## config.mk

```make
export PLATFORM = sky130hd
export DESIGN_NAME = lcb_rx_collector
export DESIGN_NICKNAME = d
export VERILOG_FILES = /design/src/rtl/lcb_rx_collector.sv
export SDC_FILE = /design/constraint.sdc
export NUM_CORES = 1
export LEC_CHECK = 0
export CAP_MARGIN = 25
export CELL_PAD_IN_SITES_DETAIL_PLACEMENT = 1
export CELL_PAD_IN_SITES_GLOBAL_PLACEMENT = 1
export CORE_AREA = 4 4 266 268
export CTS_BUF_LIST = sky130_fd_sc_hd__clkbuf_4 sky130_fd_sc_hd__clkbuf_8 sky130_fd_sc_hd__clkbuf_16
export DETAILED_ROUTE_END_ITERATION = 8
export DIE_AREA = 0 0 270 272
export PLACE_DENSITY_LB_ADDON = 0.25
export SLEW_MARGIN = 20
export SYNTH_ARGS = -nofsm -noshare
export SYNTH_HDL_FRONTEND = slang
export SYNTH_SLANG_ARGS = --single-unit
```

## constraint.sdc

```tcl
create_clock -name clk -period 11.35 [get_ports clk]
set_input_delay 2.8375 -clock clk [delete_from_list [all_inputs] [get_ports clk]]
set_output_delay 2.8375 -clock clk [all_outputs]
set_load 0.02 [all_outputs]
```

## src/rtl/lcb_rx_collector.sv

```systemverilog
// N-channel LCB receive collector: per-channel byte FIFOs, packet counting and round-robin packet drain.
// Optional inter-byte timeout enabled by defining LCB_RX_TIMEOUT_EN.
module lcb_rx_collector #(
    parameter int NCH        = 5,
    parameter int PKT_LEN    = 4,
    parameter int FIFO_DEPTH = 16,
    parameter int TIMEOUT    = 800,
    localparam int CHW       = (NCH > 1) ? $clog2(NCH) : 1,
    localparam int IDXW      = $clog2(PKT_LEN),
    localparam int AW        = $clog2(FIFO_DEPTH)
) (
    input  logic              clk,
    input  logic              rst,
    input  logic [NCH-1:0]    iValid,
    input  logic [NCH*8-1:0]  iData,
    input  logic              iFlush,
    input  logic              iBusy,
    output logic              oStrob,
    output logic [7:0]        oData,
    output logic [CHW-1:0]    oCh,
    output logic [IDXW-1:0]   oIdx,
    output logic              oLast,
    output logic [NCH-1:0]    oPend,
    output logic [NCH-1:0]    oOvf,
    output logic [NCH-1:0]    oTmo
);

    if (NCH < 1 || NCH > 16 || PKT_LEN < 2 || PKT_LEN > FIFO_DEPTH ||
        (FIFO_DEPTH & (FIFO_DEPTH - 1)) != 0 || TIMEOUT < 1) begin : gBadParams
        $error("lcb_rx_collector: illegal parameter set");
    end

    localparam logic [IDXW-1:0] LAST_IDX = IDXW'(PKT_LEN - 1);
    localparam logic [AW:0]     FULL_LVL = FIFO_DEPTH[AW:0];

    typedef enum logic {IDLE, SEND} stateT;

    logic [7:0]      mem      [NCH][FIFO_DEPTH];
    logic [AW:0]     wptr     [NCH];
    logic [AW:0]     rptr     [NCH];
    logic [AW:0]     pstart   [NCH];
    logic [AW:0]     pcnt     [NCH];
    logic [AW:0]     pcntNext [NCH];
    logic [IDXW-1:0] bcnt     [NCH];
    logic [NCH-1:0]  full, pktDone, pktTaken, rewind, tmoHit;

    stateT           state, stateNext;
    logic [CHW-1:0]  grant, grantNext, rrPtr, rrNext;
    logic [IDXW-1:0] sendIdx;
    logic            issue, lastByte, found;
    int              cand;

    // NOTE: every signal written in always_comb gets a default first, otherwise a latch is inferred.
    always_comb begin
        full     = '0;
        pktDone  = '0;
        pktTaken = '0;
        rewind   = '0;
        for (int k = 0; k < NCH; k++) begin
            full[k]     = (wptr[k] - rptr[k]) == FULL_LVL;
            pktDone[k]  = !iFlush && iValid[k] && !full[k] && (bcnt[k] == LAST_IDX);
            pktTaken[k] = issue && lastByte && (grant == CHW'(k));
            rewind[k]   = iFlush || (iValid[k] && full[k]) || tmoHit[k];
            pcntNext[k] = pcnt[k] + {{AW{1'b0}}, pktDone[k]} - {{AW{1'b0}}, pktTaken[k]};
        end
    end

    // NOTE: sequential state uses non-blocking assignments so all flops update from pre-edge values.
    always_ff @(posedge clk or negedge rst) begin
        if (!rst) begin
            for (int k = 0; k < NCH; k++) begin
                wptr[k]   <= '0;
                rptr[k]   <= '0;
                pstart[k] <= '0;
                pcnt[k]   <= '0;
                bcnt[k]   <= '0;
            end
            oOvf  <= '0;
            oPend <= '0;
        end else begin
            for (int k = 0; k < NCH; k++) begin
                if (rewind[k]) begin
                    wptr[k] <= pstart[k];
                    bcnt[k] <= '0;
                end else if (iValid[k]) begin
                    wptr[k] <= wptr[k] + 1'b1;
                    if (bcnt[k] == LAST_IDX) begin
                        bcnt[k]   <= '0;
                        pstart[k] <= wptr[k] + 1'b1;
                    end else begin
                        bcnt[k] <= bcnt[k] + 1'b1;
                    end
                end
                if (!iFlush && iValid[k] && full[k])
                    oOvf[k] <= 1'b1;
                if (issue && grant == CHW'(k))
                    rptr[k] <= rptr[k] + 1'b1;
                pcnt[k]  <= pcntNext[k];
                oPend[k] <= (pcntNext[k] != '0);
            end
        end
    end

    // NOTE: the byte storage has no reset; only the pointers define which entries are valid.
    always_ff @(posedge clk) begin
        for (int k = 0; k < NCH; k++) begin
            if (!iFlush && iValid[k] && !full[k])
                mem[k][wptr[k][AW-1:0]] <= iData[8*k +: 8];
        end
    end

    always_comb begin
        stateNext = state;
        grantNext = grant;
        rrNext    = rrPtr;
        issue     = 1'b0;
        lastByte  = (sendIdx == LAST_IDX);
        found     = 1'b0;
        cand      = 0;
        case (state)
            IDLE: begin
                // Search starts at rrPtr, which always points one past the last grant.
                for (int i = 0; i < NCH; i++) begin
                    cand = int'(rrPtr) + i;
                    if (cand >= NCH)
                        cand = cand - NCH;
                    if (!found && pcnt[cand] != '0) begin
                        found     = 1'b1;
                        grantNext = CHW'(cand);
                    end
                end
                if (found) begin
                    stateNext = SEND;
                    rrNext    = (grantNext == CHW'(NCH - 1)) ? '0 : grantNext + 1'b1;
                end
            end
            SEND: begin
                if (!iBusy) begin
                    issue = 1'b1;
                    if (lastByte)
                        stateNext = IDLE;
                end
            end
            default: stateNext = IDLE;
        endcase
    end

    always_ff @(posedge clk or negedge rst) begin
        if (!rst) begin
            state   <= IDLE;
            grant   <= '0;
            rrPtr   <= '0;
            sendIdx <= '0;
            oStrob  <= 1'b0;
            oData   <= '0;
            oCh     <= '0;
            oIdx    <= '0;
            oLast   <= 1'b0;
        end else begin
            state  <= stateNext;
            grant  <= grantNext;
            rrPtr  <= rrNext;
            oStrob <= issue;
            oLast  <= issue && lastByte;
            if (state == IDLE)
                sendIdx <= '0;
            else if (issue)
                sendIdx <= sendIdx + 1'b1;
            if (issue) begin
                oData <= mem[grant][rptr[grant][AW-1:0]];
                oCh   <= grant;
                oIdx  <= sendIdx;
            end
        end
    end

`ifdef LCB_RX_TIMEOUT_EN
    localparam int TW = $clog2(TIMEOUT + 1);
    logic [TW-1:0] tmoCnt [NCH];

    always_comb begin
        tmoHit = '0;
        for (int k = 0; k < NCH; k++)
            tmoHit[k] = !iFlush && !iValid[k] && (bcnt[k] != '0) && (tmoCnt[k] == TW'(TIMEOUT - 1));
    end

    always_ff @(posedge clk or negedge rst) begin
        if (!rst) begin
            for (int k = 0; k < NCH; k++)
                tmoCnt[k] <= '0;
            oTmo <= '0;
        end else begin
            oTmo <= tmoHit;
            for (int k = 0; k < NCH; k++) begin
                if (iFlush || iValid[k] || tmoHit[k] || bcnt[k] == '0)
                    tmoCnt[k] <= '0;
                else
                    tmoCnt[k] <= tmoCnt[k] + 1'b1;
            end
        end
    end
`else
    assign tmoHit = '0;
    assign oTmo   = '0;
`endif

endmodule
```

# --- Word level (Yosys, flattened, before mapping) ---
# Memory sizes are Yosys's and may differ from the RTL's.
# Index checks and enable logic that the tools add are counted.
word_totals:
  reg_bits: 144
  mem_bits_rw: 640
  input_bits: 49
  out_inout_bits: 30
  wordCells: 322
  memories: 1
mem_list:
  columns: ["name", "words", "word_bits", "rd", "rd_ports_with_merged_regs", "write_ports", "line_no", "rtl"]
  rows:
  - ["mem", 5, 128, 1, 0, 5, "38", "logic [7:0] mem [NCH][FIFO_DEPTH];"]
classes:
  addsub: 41
  order_cmp: 22
  n_eq_ne: 17
  mux: 101
  n_bitwise: 18
  n_reduce_logical: 82
ops:
  columns: ["cell", "n"]
  rows:
  - ["2-to-1 mux 128 bit", 5]
  - ["2-to-1 mux 32 bit", 10]
  - ["demux 8 bit (select 4 bit)", 5]
  - ["greater-or-equal comparator 32 x 4 -> 1 bit, second input constant", 5]
  - ["inverter 32 bit", 5]
  - ["2-to-1 mux 5 bit", 20]
  - ["binary-select mux 5 bit (select 3 bit)", 6]
  - ["2-to-1 mux 8 bit", 7]
  - ["adder 5 x 1 -> 5 bit, second input constant", 10]
  - ["nonzero test 5 bit", 10]
  - ["logical AND 1 bit", 45]
  - ["2-to-1 mux 2 bit", 17]
  - ["binary-select mux 8 bit (select 4 bit)", 1]
  - ["greater-or-equal comparator 5 bit, second input constant", 6]
  - ["inverter 4 -> 5 bit", 6]
  - ["adder 5 x 1 -> 5 bit", 5]
  - ["equality test 5 bit, second input constant", 5]
  - ["less-than comparator 5 x 1 -> 1 bit, second input constant", 5]
  - ["subtractor 5 x 1 -> 5 bit", 5]
  - ["subtractor 5 bit", 5]
  - ["2-to-1 mux 3 bit", 7]
  - ["2-to-1 mux 1 bit", 20]
  - ["subtractor 4 x 3 -> 5 bit, second input constant", 4]
  - ["greater-or-equal comparator 4 x 3 -> 1 bit, second input constant", 4]
  - ["other kinds (23)", 63]

# --- Logic depth before layout (Yosys ltp) ---
# Gate-level depths: netlist of run 1.
logic_depth:
  ltp_word: 28
  depth_mapped: 21
  ltp_nobuf: 20

# --- Least setup slack after synthesis of run 1 ---
# No wires, ideal clock.
synth_timing:
  path_kind: "input-to-reg"
  start: "input port iFlush"
  end: "register oPend[0]"
  setup_ns: 0.146
  arrival_ns: 5.848
  required_time_ns: 11.204
  setup_slack_ns: 5.356
  path_stages: 18
  n_path_buf: 3
  path_cell_list: "clkbuf_1 -> inv_1 -> clkbuf_1 -> nand2_1 -> nor2b_1 -> clkbuf_1 -> nand2_1 -> ha_1 -> inv_1 -> ha_1 -> inv_1 -> fa_1 -> inv_1 -> a21o_1 -> a21oi_1 -> xnor2_1 -> nor2_1 -> or4b_2"
synth_lines:
  columns: ["element", "line_no", "rtl"]
  rows:
  - ["from (decl)", "16", "input logic iFlush,"]
  - ["to (signal, indexed assignment)", "99", "oPend[k] <= (pcntNext[k] != '0);"]
  - ["to (decl)", "23", "output logic [NCH-1:0] oPend,"]

==> flow_summary.ini, run 1 <==
[global_routing]
grt_overflow = 0
grt_use_total_pct = 27.8
grt_max_degree = 77
antenna_found_initial = 4
grt_pass1_wl_um = 147000
grt_pass1_vias = 21100

[power]
leakage_nw = 13.5
vdd_drop_max_mv = 0.213
clockPowerShare_pct = 26.6
power_w = 0.0105
power_density_nw_per_um2 = 271
p_int_w = 0.00678
pwr-share-seq_pct = 35.3
p_switching_w = 0.00371
p_sw_share_pct = 35.4
p_comb_share_pct = 38.0

[setup_path]
critical_path.most_common_cell = inv_1
crit_path_top_delay_cell = or4b_2
path_class = input port to flop
startpoint_type = input port
critPathMaxStageDelay_ns = 0.59
cp-end-kind = flop
cp_top_family = simple AND/OR/NAND/NOR gates
required_ns = 11.85
cp_cell_sequence = clkdlybuf4s50_1 > nand2b_1 > buf_4 > inv_1 > nand2_1 > nor3_1 > and2_1 > ha_1 > inv_1 > ha_1 > inv_1 > fa_1 > inv_1 > a21o_1 > a21oi_1 > xnor2_1 > nor2_1 > or4b_2
crit_buf_inv = 6
cp_max_fo = 24
worstPathArrival_ns = 6.95

[sta]
skew_ns = 0.0316
fin_tns_setup_ns = 0
hold_viol_final = 0
finalCritPeriodShare_pct = 56.8
rsz0062_at_grt = no
finalSetupViolCount = 0
slew_viol_final = 0
min_period_ns = 6.45
relSlewSlack_pct = 23.2
max_freq_mhz = 155
tightest_slew_ns = 1.15

[placement]
place_hpwl_um = 65800
placement.io_buffers = 73
place_area_um2 = 35900
gp_congestion = 0.888

[floorplanning]
die_area_um2 = 73400
die_height_um = 272
rows = 96
start_util_pct = 49.7
die_x_um = 270
core-area_um2 = 68300
ioPinCount = 79

[logic_synthesis]
yosysUniqueCellTypes = 85
async_flop_share_pct = 18.4
synth_top_cell_area_share_pct = 56.5
ys_warn_count = 0
synth_top_area_cell = edfxtp_1
syn_inst = 2044
ys_top_cells_by_area = edfxtp_1 (57%), mux4_2 (13%), dfrtp_1 (11%)
synth-edff-count = 640
synth_area_um2 = 34000
synth_seq_cells = 784
ys_seq_area_share_pct = 67.1
avgSynthCellArea_um2 = 16.6
ys.flop_type = edfxtp_1

[job]
cap_violations = 0

[clock_network]
numCtsBuffers = 82
clock_sinks = 784
cts_hold_buf = 0
clockBufferDepth = 3
clock_latency_ns = 0.65
root_buffer = clkbuf_16
clkTransAtPathRegs_ns = 0.06
cts_tree = done
htreeDepth = 3
ctsResizeCount = 0
post-cts-setup-buffers = 0

[routing]
drtPass1Iterations = 5
drt_iter0_markers = 2434
dr_wl_met2_um = 48900
postRouteAntennaNets = 0
avgRoutedWirePerCell_um = 32.4
route.met3.wl_um = 9780
drcViolationCount = 0
num_vias = 20000
wl_met1_um = 38300
viasPerCell = 6.40
routed.top_layer = met5
totalWireLength_um = 101000

[hold_path]
hold_path_class = flop to flop

[outcome]
status = complete, no violations

[layout]
fin_nets = 2315
areaGrowthSynthToFinish_pct = 14.1
drive_gt1_share_pct = 20.3
final_cell_area_um2 = 38800
utilization_pct = 56.7
fill_cells = 6196
[power by group through the flow]
stage	Combinational (W)	Clock [W]	Sequential (W)
floorplan	0.00288	0	0.00360
global placement	0.00380	0	0.00374
detailed placement	0.00395	0	0.00377
CTS	0.00399	0.00282	0.00371
global route	0.00429	0.00295	0.00374
finish	0.00399	0.00280	0.00371
[Yosys cell counts, drive strengths merged (3+ instances only)]
| cell type | count |
|---|---|
| edfxtp | 640 |
| mux4 | 193 |
| dfrtp | 144 |
| nand2 | 116 |
| nor2 | 113 |
| ha | 89 |
| inv | 86 |
| o21ai | 72 |
| clkbuf | 65 |
| a21oi | 63 |
| xnor2 | 61 |
| mux2i | 46 |
| nor3 | 38 |
| nor2b | 36 |
| buf | 33 |
| a211oi | 23 |
| nand3 | 21 |
| and2 | 17 |
| o22ai | 15 |
| nand2b | 14 |
| xor2 | 13 |
| a21o | 11 |
| nand4 | 10 |
| a31oi | 9 |
| nor4 | 9 |
| a22o | 8 |
| mux2 | 7 |
| or3 | 6 |
| or4 | 6 |
| or4b | 6 |
| a22oi | 5 |
| fa | 5 |
| o2111ai | 5 |
| o21a | 5 |
| a221oi | 4 |
| o21bai | 4 |
| o22a | 4 |
| or2 | 4 |
| a211o | 3 |
| and3 | 3 |
| o31ai | 3 |
[sequential cells by signal, summed over array words and instances (netlist names)]
signal,count
mem,640
pcnt,25
pstart,25
rptr,25
wptr,25
bcnt,10
oData,8
oOvf,5
oPend,5
grant,3
oCh,3
rrPtr,3
oIdx,2
sendIdx,2
oLast,1
oStrob,1
state,1
[final timing paths]
check	startpoint	end	slack (ns)	depth (start not counted)
hold reg to reg	pstart[14]$_DFFE_PN0P_	pstart[14]$_DFFE_PN0P_	0.48	2
hold / removal	pstart[14]$_DFFE_PN0P_	pstart[14]$_DFFE_PN0P_	0.48	2
max in group asynchronous	rst	grant[0]$_DFFE_PN0N_	7.52	2
min in group asynchronous	rst	wptr[9]$_DFFE_PN0P_	2.25	1
setup / recovery	iBusy	oPend[4]$_DFF_PN0_	4.90	18
setup reg to reg	rrPtr[0]$_DFFE_PN0P_	rrPtr[2]$_DFFE_PN0P_	6.12	14
[layout by cell type (no fill, tap or decap), types with 21 or more instances in the layout]
cell,n
nand3_1,21
nor2b_1,36
nor2_1,105
nor3_1,33
o21ai_0,68
mux2i_1,46
xnor2_1,61
mux4_2,193
ha_1,89
clkbuf_16,84
a211oi_1,23
dfrtp_1,141
edfxtp_1,640
a21oi_1,62
nand2_1,116
clkdlybuf4s50_1,68
buf_4,58
inv_1,85
[layer usage]
metal / global-route usage [%] / vias up
met3: 5.68 / 208
met2: 45.4 / 1111
met4: 11.0 / 2
li1: - / 8193
met5: 0 / -
met1: 37.0 / 10500
[logic make-up (layout without fill, tap and decap cells)]
logic type                 Yosys count  after routing  share of synthesized area (%)
DFF                                784            784                           67.1
adders and majority gates           94             94                           3.57
AOI/OAI and AO/OA                  255            255                           4.90
other                                1              7                         0.0110
muxes                              246            246                           14.4
buffers and inverters              184            376                           2.25
xor gates and xnor gates            74             74                           1.91
and+or+nand+nor                    406            406                           5.86
[cell type report]
cell class | count | area [um2] | share of cell area [%]
inverters | 86 | 323 | 0.832
well taps | 882 | 1100 | 2.85
clock inverters | 51 | 549 | 1.42
diodes | 2 | 5.00 | 0.0129
clock buffers | 101 | 2250 | 5.80
flip-flops and latches | 784 | 22800 | 58.9
repair buffers | 138 | 1230 | 3.17
multi-input cells | 1080 | 10500 | 27.0
[metrics by stage]
stage	hold slack, ns	cells	worst slack, ns
3_3_place_gp	0.462	2957	4.35
3_5_place_dp	0.476	2966	4.18
2_1_floorplan	0.449	2048	5.36
6_report	0.482	3124	4.90
5_1_grt	0.517	3123	4.59
4_1_cts	0.489	3118	4.86
[worst reg2reg max path, delay by kind of cell, from the launching register on]
family	cells	cell delay, ns
compound gates	6	1.56
simple gates	4	1.50
flops	1	0.91
fa+ha+maj	2	0.81
buf+inv	2	0.38
(Power assumes the default switching activity.)
==> run 2, diff against run 1 <==
--- a/config.mk
+++ b/config.mk
@@ -8,10 +8,10 @@
 export CAP_MARGIN = 25
 export CELL_PAD_IN_SITES_DETAIL_PLACEMENT = 1
 export CELL_PAD_IN_SITES_GLOBAL_PLACEMENT = 1
-export CORE_AREA = 4 4 266 268
+export CORE_AREA = 4 4 272 274
 export CTS_BUF_LIST = sky130_fd_sc_hd__clkbuf_4 sky130_fd_sc_hd__clkbuf_8 sky130_fd_sc_hd__clkbuf_16
 export DETAILED_ROUTE_END_ITERATION = 8
-export DIE_AREA = 0 0 270 272
+export DIE_AREA = 0 0 276 278
 export PLACE_DENSITY_LB_ADDON = 0.25
 export SLEW_MARGIN = 20
 export SYNTH_ARGS = -nofsm -noshare
==> constraint.sdc (replaced) <==
create_clock -name clk -period 5.7 [get_ports clk]
set_input_delay 1.425 -clock clk [delete_from_list [all_inputs] [get_ports clk]]
set_output_delay 1.425 -clock clk [all_outputs]
set_load 0.02 [all_outputs]
==> run 2 against run 1 <==
Effect of this change:
- first-iteration DRC count shrank 5.8%
- global-route usage fell by 1.0 points
- clock-buffer cell count is 11 higher
- highest routed layer unchanged
- critical endpoint is now oPend[0]$_DFF_PN0_
- combinational power up 110%
==> flow_summary.ini, run 2 (synthesized netlist as in run 1, its figures left out) <==
[outcome]
status = complete, no violations

[power]
power_density_nw_per_um2 = 533
power_w = 0.0209
vdd_drop_max_mv = 0.357
clockPowerShare_pct = 25.5
p_switching_w = 0.00738
p_int_w = 0.0135
p_sw_share_pct = 35.3
p_comb_share_pct = 39.7
leakage_nw = 13.7
pwr-share-seq_pct = 34.7

[floorplanning]
rows = 98
die_x_um = 276
start_util_pct = 47.6
core-area_um2 = 71400
die_height_um = 278
die_area_um2 = 76700
ioPinCount = 79

[clock_network]
cts_hold_buf = 0
cts_tree = done
root_buffer = clkbuf_16
htreeDepth = 3
ctsResizeCount = 0
clockBufferDepth = 3
post-cts-setup-buffers = 0
clock_latency_ns = 0.64
clkTransAtPathRegs_ns = 0.06
numCtsBuffers = 82
clock_sinks = 784

[setup_path]
startpoint_type = flop
crit_path_top_delay_cell = dfrtp_1
r2r_cells = 19
worstPathArrival_ns = 5.31
critPathMaxStageDelay_ns = 0.64
cp_cell_sequence = ha_1 > o21a_1 > or4b_2 > a21oi_1 > o2111ai_1 > nor2b_1 > buf_4 > nand2_1 > ha_1 > inv_1 > ha_1 > inv_1 > fa_1 > inv_1 > a21o_1 > a21oi_1 > xnor2_1 > nor2_1 > or4b_2
required_ns = 6.18
cp_max_fo = 13
cp-end-kind = flop
path_class = flop to flop

[routing]
totalWireLength_um = 103000
drcViolationCount = 0
drtPass1Iterations = 5
num_vias = 20100
viasPerCell = 6.23
avgRoutedWirePerCell_um = 31.9
drt_iter0_markers = 2294
postRouteAntennaNets = 0

[layout]
areaGrowthSynthToFinish_pct = 15.2
mostFrequentLayoutCell = edfxtp_1
fill_cells = 6627
most-common-layout-cells = edfxtp_1 (640), mux4_2 (193), dfrtp_1 (141)
multi_input_area_um2 = 10500
fin_nets = 2353
largest_reg_flops = 640
final_cell_area_um2 = 39200
drive_gt1_share_pct = 21.3
final-seq-area_um2 = 22800

[placement]
place_hpwl_um = 66600
dp_worst_setup_slack_ns = 0.512
placement.io_buffers = 73
place_area_um2 = 36300
gp_congestion = 0.909

[job]
cap_violations = 0

[sta]
skew_ns = 0.0323
finalSetupViolCount = 0
hold_viol_final = 0
slew_viol_final = 0
rsz0062_at_grt = no
relSlewSlack_pct = 20.6
setup_ws_ns = 0.874
max_freq_mhz = 207
tightest_slew_ns = 1.19
whs_ns = 0.482
fin_tns_setup_ns = 0
finalCritPeriodShare_pct = 84.7
min_period_ns = 4.83

[hold_path]
whs_path_depth = 1
hold_path_class = flop to flop

[global_routing]
grt_pass1_wl_um = 150000
grt_use_total_pct = 26.8
grt_pass1_vias = 21000
grt_max_degree = 130
grt_overflow = 0
antenna_found_initial = 3
-- run 2: final timing paths --
kind	slack (ns)	from	endpoint
worst min-delay path	0.48	oOvf[2]$_DFFE_PN0P_	oOvf[2]$_DFFE_PN0P_
min in group asynchronous	0.84	rst	pstart[6]$_DFFE_PN0P_
worst max-delay path	0.87	wptr[22]$_DFFE_PN0P_	oPend[0]$_DFF_PN0_
worst max register to register	0.87	wptr[22]$_DFFE_PN0P_	oPend[0]$_DFF_PN0_
worst min register to register	0.48	oOvf[2]$_DFFE_PN0P_	oOvf[2]$_DFFE_PN0P_
max in group asynchronous	3.79	rst	grant[0]$_DFFE_PN0N_
-- run 2: power groups by stage --
| stage | logic, W | registers, W | clock network [W] |
|---|---|---|---|
| 3_3_place_gp | 0.00790 | 0.00733 | 0 |
| 2_1_floorplan | 0.00574 | 0.00718 | 0 |
| 3_5_place_dp | 0.00818 | 0.00737 | 0 |
| 6_report | 0.00829 | 0.00725 | 0.00533 |
| 5_1_grt | 0.00887 | 0.00732 | 0.00567 |
| 4_1_cts | 0.00826 | 0.00726 | 0.00539 |
-- run 2: critical path: cells and delay by family (launching register included) --
kind | cells | cell delay [ns]
AO/OA/AOI/OAI | 5 | 0.68
buffers and inverters | 4 | 0.34
flip-flops | 1 | 0.64
AND/OR/NAND/NOR | 5 | 1.69
XOR/XNOR | 1 | 0.14
adder cells (fa/ha/maj) | 4 | 1.20
-- run 2: through the flow --
step / instances / utilization, %
2_1_floorplan: 2048 / -
3_3_place_gp: 3051 / 50.7
3_5_place_dp: 3057 / 50.8
4_1_cts: 3208 / 54.6
5_1_grt: 3227 / 54.9
6_report: 3228 / 54.9
-- run 2: area by class of cell --
class	instances	area share, %
clock buffers	112	5.91
multi-input cells	1080	26.7
well taps	950	3.03
repair buffers	176	4.28
clock inverters	39	0.942
inverters	86	0.824
diodes	1	0.00639
flip-flops and latches	784	58.3
-- run 2: metal layers --
layer / track usage [%] / vias up / wire [um]
li1: - / 8264 / -
met1: 35.7 / 10500 / 39300
met2: 44.0 / 1110 / 49800
met3: 6.66 / 210 / 10200
met4: 8.32 / 2 / 3760
met5: 0 / - / 20
